$ cat src/rtl/dilithium_vy_loader_if.sv
// Loader-side bus bundle: start/status, vector memory read port,
// outbound core stream and inbound result stream.
interface dilithium_vy_loader_if #(
  parameter int W  = 64,
  parameter int AW = 12
);
  logic          go;
  logic [31:0]   msg_len;
  logic [AW-1:0] mem_addr;
  logic          mem_rd;
  logic [W-1:0]  mem_rdata;
  logic          core_valid;
  logic [W-1:0]  core_data;
  logic          core_ready;
  logic          res_valid;
  logic [W-1:0]  res_data;
  logic          res_ready;
  logic          busy;
  logic          done;
  logic          accepted;
  logic [31:0]   cycle_count;

  modport master (
    input  go, msg_len, mem_rdata, core_ready, res_valid, res_data,
    output mem_addr, mem_rd, core_valid, core_data, res_ready,
           busy, done, accepted, cycle_count
  );

  modport slave (
    output go, msg_len, mem_rdata, core_ready, res_valid, res_data,
    input  mem_addr, mem_rd, core_valid, core_data, res_ready,
           busy, done, accepted, cycle_count
  );
endinterface

$ cat src/rtl/dilithium_vy_loader.sv
// Streams rho, c, z, t1, msg_len, msg and h from vector memory into the verify core.
// Define VY_LOADER_CYCLE_CNT_EN to build the go-to-done cycle counter. W must be a power of two >= 32.
module dilithium_vy_loader #(
  parameter int W          = 64,
  parameter int SEED_WORDS = 4,
  parameter int Z_WORDS    = 80,
  parameter int T1_WORDS   = 80,
  parameter int H_WORDS    = 2,
  parameter int AW         = 12
) (
  input logic                  clk,
  input logic                  rst,
  dilithium_vy_loader_if.master bus
);
  localparam int BPW     = W / 8;
  localparam int LOG_BPW = $clog2(BPW);
  localparam logic [AW-1:0] H_BASE   = AW'(2 * SEED_WORDS + Z_WORDS + T1_WORDS);
  localparam logic [AW-1:0] MSG_BASE = AW'(2 * SEED_WORDS + Z_WORDS + T1_WORDS + H_WORDS);

  localparam logic [3:0] S_IDLE   = 4'd0;
  localparam logic [3:0] S_RHO    = 4'd1;
  localparam logic [3:0] S_C      = 4'd2;
  localparam logic [3:0] S_Z      = 4'd3;
  localparam logic [3:0] S_T1     = 4'd4;
  localparam logic [3:0] S_MLEN   = 4'd5;
  localparam logic [3:0] S_MSG    = 4'd6;
  localparam logic [3:0] S_H      = 4'd7;
  localparam logic [3:0] S_RESULT = 4'd8;
  localparam logic [3:0] S_DONE   = 4'd9;

  logic [3:0]    state_q, state_d;
  logic [31:0]   sec_cnt_q, sec_cnt_d;
  logic [31:0]   msg_len_q, msg_len_d;
  logic [AW-1:0] addr_q, addr_d;
  logic          infl_vld_q, infl_vld_d;
  logic          infl_const_q, infl_const_d;
  logic [W-1:0]  infl_word_q, infl_word_d;
  logic [W-1:0]  buf0_q, buf0_d, buf1_q, buf1_d;
  logic [1:0]    cnt_q, cnt_d;
  logic          accepted_q, accepted_d;

  logic [32:0]        msg_round;
  logic [31:0]        msg_words, sec_len;
  logic [LOG_BPW-1:0] tail_rem;
  logic [W-1:0]       tail_mask, push_data;
  logic [2:0]         occ_after;
  logic               pop, issue, sec_last, h_issued, in_stream, busy;

  assign msg_round = {1'b0, msg_len_q} + 33'(BPW - 1);
  assign msg_words = 32'(msg_round >> LOG_BPW);
  assign tail_rem  = msg_len_q[LOG_BPW-1:0];
  // MSB-first bytes: keep the top tail_rem bytes of the final message word.
  assign tail_mask = (tail_rem == '0) ? '1 : ~({W{1'b1}} >> {tail_rem, 3'b000});

  always_comb begin
    case (state_q)
      S_RHO, S_C: sec_len = 32'(SEED_WORDS);
      S_Z:        sec_len = 32'(Z_WORDS);
      S_T1:       sec_len = 32'(T1_WORDS);
      S_MLEN:     sec_len = 32'd1;
      S_MSG:      sec_len = msg_words;
      S_H:        sec_len = 32'(H_WORDS);
      default:    sec_len = 32'd0;
    endcase
  end

  assign in_stream = state_q inside {S_RHO, S_C, S_Z, S_T1, S_MLEN, S_MSG, S_H};
  assign sec_last  = (sec_cnt_q == sec_len - 32'd1);
  assign h_issued  = (state_q == S_H) && (sec_cnt_q == 32'(H_WORDS));
  assign pop       = (cnt_q != 2'd0) && bus.core_ready;
  // Slot accounting includes the word still in flight and the one leaving this cycle.
  assign occ_after = {1'b0, cnt_q} + {2'b00, infl_vld_q} - {2'b00, pop};
  assign issue     = in_stream && !h_issued && (occ_after < 3'd2);
  assign push_data = infl_const_q ? infl_word_q : (bus.mem_rdata & infl_word_q);
  assign busy      = (state_q != S_IDLE) && (state_q != S_DONE);

  always_comb begin
    // NOTE: every next-state signal gets a default here so no latch is inferred.
    state_d      = state_q;
    sec_cnt_d    = sec_cnt_q;
    msg_len_d    = msg_len_q;
    addr_d       = addr_q;
    accepted_d   = accepted_q;
    infl_vld_d   = 1'b0;
    infl_const_d = 1'b0;
    infl_word_d  = '1;
    case (state_q)
      S_IDLE: begin
        if (bus.go) begin
          state_d   = S_RHO;
          msg_len_d = bus.msg_len;
          sec_cnt_d = '0;
          addr_d    = '0;
        end
      end
      S_RHO, S_C, S_Z, S_T1, S_MLEN, S_MSG, S_H: begin
        if (issue) begin
          infl_vld_d = 1'b1;
          sec_cnt_d  = sec_cnt_q + 32'd1;
          addr_d     = addr_q + AW'(1);
          if (state_q == S_MLEN) begin
            infl_const_d = 1'b1;
            infl_word_d  = W'(msg_len_q);
            addr_d       = (msg_words == '0) ? H_BASE : MSG_BASE;
          end
          if (state_q == S_MSG && sec_last) infl_word_d = tail_mask;
          if (sec_last && state_q != S_H) begin
            sec_cnt_d = '0;
            case (state_q)
              S_RHO:   state_d = S_C;
              S_C:     state_d = S_Z;
              S_Z:     state_d = S_T1;
              S_T1:    state_d = S_MLEN;
              S_MLEN:  state_d = (msg_words == '0) ? S_H : S_MSG;
              default: begin
                state_d = S_H;
                addr_d  = H_BASE;
              end
            endcase
          end
        end
        if (h_issued && !infl_vld_q && cnt_q == 2'd0) state_d = S_RESULT;
      end
      S_RESULT: begin
        if (bus.res_valid) begin
          accepted_d = (bus.res_data == '0);
          state_d    = S_DONE;
        end
      end
      S_DONE:  state_d = S_IDLE;
      default: state_d = S_IDLE;
    endcase
  end

  always_comb begin
    buf0_d = buf0_q;
    buf1_d = buf1_q;
    if (pop) buf0_d = buf1_q;
    if (infl_vld_q) begin
      if ((cnt_q - {1'b0, pop}) == 2'd0) buf0_d = push_data;
      else                               buf1_d = push_data;
    end
    cnt_d = cnt_q + {1'b0, infl_vld_q} - {1'b0, pop};
  end

  always_ff @(posedge clk or posedge rst) begin
    if (rst) begin
      state_q      <= S_IDLE;
      sec_cnt_q    <= '0;
      msg_len_q    <= '0;
      addr_q       <= '0;
      infl_vld_q   <= 1'b0;
      infl_const_q <= 1'b0;
      infl_word_q  <= '0;
      // NOTE: the two buffer words are reset too, so core_data reads 0 out of reset.
      buf0_q       <= '0;
      buf1_q       <= '0;
      cnt_q        <= '0;
      accepted_q   <= 1'b0;
    end else begin
      state_q      <= state_d;
      sec_cnt_q    <= sec_cnt_d;
      msg_len_q    <= msg_len_d;
      addr_q       <= addr_d;
      infl_vld_q   <= infl_vld_d;
      infl_const_q <= infl_const_d;
      infl_word_q  <= infl_word_d;
      buf0_q       <= buf0_d;
      buf1_q       <= buf1_d;
      cnt_q        <= cnt_d;
      accepted_q   <= accepted_d;
    end
  end

`ifdef VY_LOADER_CYCLE_CNT_EN
  logic [31:0] cyc_cnt_q, cyc_cnt_d;
  always_comb begin
    cyc_cnt_d = cyc_cnt_q;
    if (state_q == S_IDLE && bus.go) cyc_cnt_d = '0;
    else if (busy)                   cyc_cnt_d = cyc_cnt_q + 32'd1;
  end
  always_ff @(posedge clk or posedge rst) begin
    if (rst) cyc_cnt_q <= '0;
    else     cyc_cnt_q <= cyc_cnt_d;
  end
  assign bus.cycle_count = cyc_cnt_q;
`else
  assign bus.cycle_count = '0;
`endif

  assign bus.mem_addr   = addr_q;
  assign bus.mem_rd     = issue && (state_q != S_MLEN);
  assign bus.core_valid = (cnt_q != 2'd0);
  assign bus.core_data  = buf0_q;
  assign bus.res_ready  = (state_q == S_RESULT);
  assign bus.busy       = busy;
  assign bus.done       = (state_q == S_DONE);
  assign bus.accepted   = accepted_q;
endmodule

$ cat src/flat_wrapper.sv
// flat-port wrapper written by rule: the top's interface ports become plain ports
module dilithium_vy_loader_flat 
#(
  parameter int W          = 64,
  parameter int SEED_WORDS = 4,
  parameter int Z_WORDS    = 80,
  parameter int T1_WORDS   = 80,
  parameter int H_WORDS    = 2,
  parameter int AW         = 12
)
  (clk, rst, bus_go, bus_msg_len, bus_mem_rdata, bus_core_ready, bus_res_valid, bus_res_data, bus_mem_addr, bus_mem_rd, bus_core_valid, bus_core_data, bus_res_ready, bus_busy, bus_done, bus_accepted, bus_cycle_count);
  dilithium_vy_loader_if #(.W(W), .AW(AW)) bus_i ();
  input logic clk;
  input logic rst;
  input wire logic [$bits(bus_i.go)-1:0] bus_go;
  input wire logic [$bits(bus_i.msg_len)-1:0] bus_msg_len;
  input wire logic [$bits(bus_i.mem_rdata)-1:0] bus_mem_rdata;
  input wire logic [$bits(bus_i.core_ready)-1:0] bus_core_ready;
  input wire logic [$bits(bus_i.res_valid)-1:0] bus_res_valid;
  input wire logic [$bits(bus_i.res_data)-1:0] bus_res_data;
  output wire logic [$bits(bus_i.mem_addr)-1:0] bus_mem_addr;
  output wire logic [$bits(bus_i.mem_rd)-1:0] bus_mem_rd;
  output wire logic [$bits(bus_i.core_valid)-1:0] bus_core_valid;
  output wire logic [$bits(bus_i.core_data)-1:0] bus_core_data;
  output wire logic [$bits(bus_i.res_ready)-1:0] bus_res_ready;
  output wire logic [$bits(bus_i.busy)-1:0] bus_busy;
  output wire logic [$bits(bus_i.done)-1:0] bus_done;
  output wire logic [$bits(bus_i.accepted)-1:0] bus_accepted;
  output wire logic [$bits(bus_i.cycle_count)-1:0] bus_cycle_count;
  assign bus_i.go = bus_go;
  assign bus_i.msg_len = bus_msg_len;
  assign bus_i.mem_rdata = bus_mem_rdata;
  assign bus_i.core_ready = bus_core_ready;
  assign bus_i.res_valid = bus_res_valid;
  assign bus_i.res_data = bus_res_data;
  assign bus_mem_addr = bus_i.mem_addr;
  assign bus_mem_rd = bus_i.mem_rd;
  assign bus_core_valid = bus_i.core_valid;
  assign bus_core_data = bus_i.core_data;
  assign bus_res_ready = bus_i.res_ready;
  assign bus_busy = bus_i.busy;
  assign bus_done = bus_i.done;
  assign bus_accepted = bus_i.accepted;
  assign bus_cycle_count = bus_i.cycle_count;
  dilithium_vy_loader #(.W(W), .SEED_WORDS(SEED_WORDS), .Z_WORDS(Z_WORDS), .T1_WORDS(T1_WORDS), .H_WORDS(H_WORDS), .AW(AW)) u_core (.clk(clk), .rst(rst), .bus(bus_i));
endmodule
$ cat config.mk
export PLATFORM = sky130hd
export DESIGN_NAME = dilithium_vy_loader_flat
export DESIGN_NICKNAME = d
export VERILOG_FILES = /design/src/rtl/dilithium_vy_loader_if.sv /design/src/rtl/dilithium_vy_loader.sv /design/src/flat_wrapper.sv
export SDC_FILE = /design/constraint.sdc
export NUM_CORES = 1
export LEC_CHECK = 0
export CAP_MARGIN = 20
export CELL_PAD_IN_SITES_DETAIL_PLACEMENT = 2
export CELL_PAD_IN_SITES_GLOBAL_PLACEMENT = 2
export CORE_ASPECT_RATIO = 0.9
export CORE_MARGIN = 2
export CORE_UTILIZATION = 32
export DETAILED_ROUTE_END_ITERATION = 10
export PLACE_DENSITY = 0.81
export SYNTH_ARGS = -nofsm -noshare
export SYNTH_HDL_FRONTEND = slang
export SYNTH_SLANG_ARGS = --single-unit
$ cat constraint.sdc
create_clock -name clk -period 10.1 [get_ports clk]
set_input_delay 1.515 -clock clk [delete_from_list [all_inputs] [get_ports clk]]
set_output_delay 1.515 -clock clk [all_outputs]
set_load 0.005 [all_outputs]
==> results.sh, run 1 <==
export IMPL_port_buffers=246
export IMPL_rsz0062_at_grt="false"
export IMPL_powerDensity_nw_per_um2=272
export IMPL_yosysTopAreaCell="dfrtp_1"
export IMPL_cts_num_sinks=249
export IMPL_hp_class="flip-flop to flip-flop"
export IMPL_placed_cell_area_um2=16800
export IMPL_vias_per_cell=5.46
export IMPL_outcome="finished clean"
export IMPL_drt_total_wl_um=50100
export IMPL_hpwl_um=35200
export IMPL_clock_path_buffers=3
export IMPL_antenna_found_initial=2
export IMPL_htreeDepth=1
export IMPL_min_period_ns=7.20
export IMPL_synth_area_um2=14100
export IMPL_end_kind="primary output"
export IMPL_dp_cells=2258
export IMPL_path_cells="clkdlybuf4s50_1 -> nand2_4 -> inv_1 -> ha_1 -> inv_1 -> ha_1 -> inv_1 -> fa_1 -> inv_1 -> nor4_2 -> buf_4 -> inv_1 -> nor2_1 -> clkdlybuf4s50_1"
export IMPL_cts_tree="done"
export IMPL_synthFlopType="dfrtp_1"
export IMPL_post_cts_buffers=0
export IMPL_dieWidth_um=225
export IMPL_maxSlewViolCount=0
export IMPL_ys_seq_area_frac=0.443
export IMPL_antenna_left=0
export IMPL_numCtsBuffers=29
export IMPL_setup_violations=0
export IMPL_floorplan_initialDensity=0.326
export IMPL_ys_ff_latch=249
export IMPL_path_max_fanout=65
export IMPL_drtPass1Iterations=6
export IMPL_dieArea_um2=45700
export IMPL_routedWlPerCell_um=21.6
export IMPL_yosysTopAreaCellShare=0.443
export IMPL_drive_above_1_share=0.109
export IMPL_critPathArrivalTime_ns=5.68
export IMPL_p_leak_nw=7.38
export IMPL_cts_root_buf="clkbuf_16"
export IMPL_fin_crit_sh=0.713
export IMPL_grt_first_pass_wirelength_um=78800
export IMPL_finalClockSkew_ns=0.0242
export IMPL_dr_total_vias=12636
export IMPL_avgSynthCellArea_um2=9.06
export IMPL_nFillCells=4679
export IMPL_slew_headroom=0.335
export IMPL_drc_errors=0
export IMPL_grt_pass1_vias=13817
export IMPL_rows=72
export IMPL_hold_buffers=0
export IMPL_fmax_mhz=139
export IMPL_track_usage=0.216
export IMPL_final_cell_area_um2=17900
export IMPL_netlist_instances=1553
export IMPL_die_h_um=203
export IMPL_clk_latency_ns=0.58
export IMPL_finish_utilization=0.414
export IMPL_multi_input_area_um2=7240
export IMPL_drt_initial_drc_count=746
export IMPL_ys_types=77
export IMPL_final_common_cell="o21ai_0"
export IMPL_instances_no_fill=2315
export IMPL_register_area_um2=6230
export IMPL_gp_congestion=0.860
export IMPL_tightestPinTransition_ns=0.991
export IMPL_final_cell_mix="o21ai_0, dfrtp_1, clkdlybuf4s50_1, nand2_1, mux2_2"
export IMPL_fin_nets=1911
export IMPL_coreArea_um2=43200
export IMPL_grt_max_degree=115
export IMPL_maxCapViolCount=0
export IMPL_start_kind="input pin"
export IMPL_cp_common_cell="inv_1"
export IMPL_slowest_delay_ns=0.71
export IMPL_synth_edff_count=0
export IMPL_synth_area_leaders="dfrtp_1, o21ai_0, mux2_2"
export IMPL_critPathRequiredTime_ns=8.59
export IMPL_hold_violations=0
export IMPL_synthArstFlopShare=1.00
export IMPL_fin_setup_tns_ns=0
export IMPL_grt_overflow_total=0
export IMPL_vdd_drop_max_v=0.000120
export IMPL_clk_pin_slew_ns=0.06
export IMPL_yosys_warnings=0
export IMPL_cp_slowest_cell="nand2_4"
export IMPL_synthToLayoutAreaGrowth_pct=27.0
export IMPL_io_pins=279
export IMPL_worstSetupPathType="input pin to primary output"
export IMPL_ctsResizeCount=0
critical path, delay by kind of cell:
family	cells	cell delay [ns]
adders and majority gates	3	0.94
buffers and inverters	8	2.04
and+or+nand+nor	3	1.17
worst paths after layout:
check | startpoint | endpoint | slack (ns) | cells past startpoint
max | bus_core_ready | bus_mem_rd | 2.90 | 14
min | u_core.buf1_q[18] | u_core.buf1_q[18] | 0.48 | 2
max reg2reg | u_core.msg_len_q[6] | u_core.infl_word_q[20] | 4.03 | 12
min reg2reg | u_core.buf1_q[18] | u_core.buf1_q[18] | 0.48 | 2
max in group asynchronous | rst | u_core.infl_const_q | 7.36 | 3
min in group asynchronous | rst | u_core.sec_cnt_q[21] | 1.41 | 2
cell families (layout without fill, tap and decap cells):
| family | count (synthesis) | in the layout | share of synthesized area |
|---|---|---|---|
| DFF | 249 | 249 | 0.443 |
| other | 1 | 33 | 0.000266 |
| AOI/OAI and AO/OA | 410 | 410 | 0.167 |
| adders and majority gates | 9 | 9 | 0.00854 |
| muxes | 114 | 114 | 0.0898 |
| buffers and inverters | 162 | 337 | 0.0538 |
| and+or+nand+nor | 545 | 545 | 0.195 |
| xor gates and xnor gates | 63 | 63 | 0.0432 |
flip-flops by register name, summed over array words and instances (netlist names):
| register | cells |
|---|---|
| u_core.buf1_q | 64 |
| u_core.bus.accepted | 1 |
| u_core.bus.core_data | 64 |
| u_core.bus.mem_addr | 12 |
| u_core.cnt_q | 2 |
| u_core.infl_const_q | 1 |
| u_core.infl_vld_q | 1 |
| u_core.infl_word_q | 36 |
| u_core.msg_len_q | 32 |
| u_core.sec_cnt_q | 32 |
| u_core.state_q | 4 |
area by class of cell:
cell class / count / area share
Clock inverter: 11 / 0.00749
Antenna cell: 1 / 0.000140
Multi-Input combinational cell: 1173 / 0.405
Clock buffer: 42 / 0.0473
Timing Repair Buffer: 263 / 0.147
Inverter: 21 / 0.00483
Tap cell: 555 / 0.0389
Sequential cell: 249 / 0.349
synth_stat cells, types with 3 or more instances:
| cell type | number |
|---|---|
| o21ai_1 | 5 |
| o31ai_1 | 7 |
| a21o_1 | 23 |
| mux2i_1 | 16 |
| nor3_1 | 32 |
| inv_1 | 21 |
| buf_4 | 34 |
| a21oi_1 | 26 |
| a31oi_1 | 6 |
| buf_1 | 7 |
| o21a_1 | 5 |
| xnor2_1 | 26 |
| nand4_1 | 23 |
| ha_1 | 8 |
| nand3_1 | 37 |
| o31a_1 | 7 |
| o211ai_1 | 7 |
| a211o_1 | 7 |
| a22oi_1 | 3 |
| mux2_2 | 98 |
| nor2_1 | 81 |
| and2_1 | 11 |
| nand2_1 | 206 |
| and3_1 | 26 |
| or3_1 | 13 |
| nor3b_1 | 19 |
| clkbuf_1 | 83 |
| buf_2 | 16 |
| or2_2 | 11 |
| dfrtp_1 | 249 |
| or4_1 | 13 |
| xnor3_1 | 3 |
| a2111oi_0 | 3 |
| nand3b_1 | 8 |
| o21ai_0 | 286 |
| nor2b_1 | 3 |
| and4_1 | 3 |
| xor2_1 | 33 |
| nand2b_1 | 4 |
| nor4_1 | 37 |
| a211oi_1 | 3 |
layer usage:
metal | global-route usage | routed length, µm | vias to the layer above | share of wire
li1 | - | - | 5832 | -
met3 | 0.0284 | 2050 | 59 | 0.041
met4 | 0.0452 | 991 | 2 | 0.020
met2 | 0.373 | 24800 | 247 | 0.49
met1 | 0.289 | 22200 | 6496 | 0.44
met5 | 0 | 8 | - | 0.00016
power breakdown:
| part | switching [W] | leakage [nW] | internal [W] | total, W |
|---|---|---|---|---|
| logic | 0.00114 | 3.89 | 0.000924 | 0.00207 |
| clock network | 0.000442 | 0.481 | 0.000634 | 0.00108 |
| registers | 0.000382 | 3.01 | 0.00134 | 0.00172 |
per-stage QoR:
| stage | power, W | hold slack, ns | setup slack, ns |
|---|---|---|---|
| after CTS | 0.00487 | 0.484 | 2.83 |
| final | 0.00487 | 0.479 | 2.90 |
| after global placement | 0.00358 | 0.457 | 3.06 |
| after global routing | 0.00522 | 0.522 | 2.53 |
| after detailed placement | 0.00374 | 0.470 | 2.84 |
| after floorplan | 0.00288 | 0.446 | 1.74 |
(Power assumes the default switching activity.)
==> run 2, diff against run 1 <==
clock period = 7.3 ns   (was 10.1 ns; I/O delays follow)
==> run 2 against run 1 <==
Clock skew decreased by 0.0099 ns. Clock-buffer cell count increased by 5. Sequential cell count unchanged. Routed wire length increased by 3.5%. First-iteration DRC count increased by 11%. Register-to-register slack got worse by 2.7 ns. Total power increased by 38%. Critical endpoint is now u_core.infl_word_q[28]. Largest cell class unchanged.
==> results.sh, run 2 (synthesis results as in run 1) <==
export IMPL_outcome="finished clean"
export IMPL_maxCapViolCount=0
export IMPL_cts_tree="done"
export IMPL_hold_violations=0
export IMPL_routedWlPerCell_um=22.3
export IMPL_final_common_cell="o21ai_0"
export IMPL_vias_per_cell=5.49
export IMPL_min_period_ns=5.98
export IMPL_antenna_found_initial=6
export IMPL_fin_nets=1912
export IMPL_fmax_mhz=167
export IMPL_start_kind="flip-flop"
export IMPL_fin_setup_tns_ns=0
export IMPL_floorplan_initialDensity=0.326
export IMPL_clk_latency_ns=0.59
export IMPL_tightestPinTransition_ns=1.07
export IMPL_grt_max_degree=159
export IMPL_clk_pin_slew_ns=0.06
export IMPL_htreeDepth=1
export IMPL_p_leak_nw=7.37
export IMPL_hp_class="flip-flop to flip-flop"
export IMPL_dieArea_um2=45700
export IMPL_numCtsBuffers=29
export IMPL_grt_overflow_total=0
export IMPL_fin_crit_sh=0.819
export IMPL_coreArea_um2=43200
export IMPL_gp_congestion=0.867
export IMPL_synthToLayoutAreaGrowth_pct=26.9
export IMPL_cts_root_buf="clkbuf_16"
export IMPL_end_kind="flip-flop"
export IMPL_grt_first_pass_wirelength_um=81500
export IMPL_slew_headroom=0.286
export IMPL_io_pins=279
export IMPL_ctsResizeCount=0
export IMPL_powerDensity_nw_per_um2=375
export IMPL_drive_above_1_share=0.110
export IMPL_port_buffers=246
export IMPL_antenna_left=0
export IMPL_rows=72
export IMPL_finalClockSkew_ns=0.0143
export IMPL_drt_total_wl_um=51800
export IMPL_worstSetupPathType="flip-flop to flip-flop"
export IMPL_dieWidth_um=225
export IMPL_dr_total_vias=12742
export IMPL_path_max_fanout=11
export IMPL_clock_path_buffers=3
export IMPL_whs_ns=0.475
export IMPL_track_usage=0.224
export IMPL_post_cts_buffers=0
export IMPL_vdd_drop_max_v=0.000266
export IMPL_drt_initial_drc_count=826
export IMPL_final_cell_mix="o21ai_0, dfrtp_1, clkdlybuf4s50_1, nand2_1, mux2_2"
export IMPL_setup_violations=0
export IMPL_critPathArrivalTime_ns=6.39
export IMPL_drc_errors=0
export IMPL_grt_pass1_vias=14068
export IMPL_critPathRequiredTime_ns=7.71
export IMPL_hold_buffers=0
export IMPL_hpwl_um=36400
export IMPL_maxSlewViolCount=0
export IMPL_die_h_um=203
export IMPL_rsz0062_at_grt="false"
export IMPL_cts_num_sinks=249
export IMPL_drtPass1Iterations=4
[run 2: worst paths after layout]
path                                           from                        to  slack, ns  depth (start not counted)
worst max-delay path            u_core.msg_len_q[1]    u_core.infl_word_q[28]       1.32                         13
min in group asynchronous                       rst      u_core.sec_cnt_q[26]       0.91                          2
worst min register to register    u_core.buf1_q[17]         u_core.buf1_q[17]       0.47                          2
worst min-delay path              u_core.buf1_q[17]         u_core.buf1_q[17]       0.47                          2
worst max register to register  u_core.msg_len_q[1]    u_core.infl_word_q[28]       1.32                         13
max in group asynchronous                       rst  u_core.bus.core_data[30]       5.04                          3
[run 2: power breakdown]
group	total, W	internal [W]	switching (W)
registers	0.00239	0.00186	0.000529
logic	0.00283	0.00126	0.00158
clock network	0.00148	0.000854	0.000626
[run 2: stage by stage]
stage / power [W] / utilization / instance area (µm²) / worst slack [ns] / cells
2_1_floorplan: 0.00398 / - / 14200 / 2.24 / 1584
3_3_place_gp: 0.00497 / 0.390 / 16800 / 1.73 / 2260
3_5_place_dp: 0.00518 / 0.390 / 16800 / 1.37 / 2260
4_1_cts: 0.00675 / 0.413 / 17800 / 1.23 / 2313
5_1_grt: 0.00718 / 0.414 / 17800 / 0.869 / 2317
6_report: 0.00670 / 0.414 / 17900 / 1.32 / 2319
[run 2: cell type report]
type | instances | area, µm²
Multi-Input combinational cell | 1173 | 7230
Clock buffer | 47 | 913
Timing Repair Buffer | 264 | 2630
Inverter | 21 | 82.6
Clock inverter | 6 | 53.8
Fill cell | 4648 | 25300
Tap cell | 555 | 694
Sequential cell | 249 | 6230
Antenna cell | 4 | 10.0
[run 2: critical path, cell delays in order (launching register included)]
cell and delay (ns):
dfrtp_1 0.56, o311ai_1 0.17, buf_4 0.21, nor3_1 0.55, mux2_2 0.44, nor3_1 0.46, o21ai_1 0.42, xnor2_1 0.23
a2111oi_0 0.66, nand2_1 0.10, a2111oi_0 0.43, nand4_1 0.47, nor3_1 0.83, o21ai_0 0.27
[run 2: layer usage]
layer,track usage,vias up,share of wire,routed length (µm)
met5,0,-,0.00071,37
met4,0.0601,6,0.027,1380
met3,0.0343,84,0.044,2250
met2,0.384,242,0.48,25100
met1,0.294,6559,0.44,23000
li1,-,5851,-,-
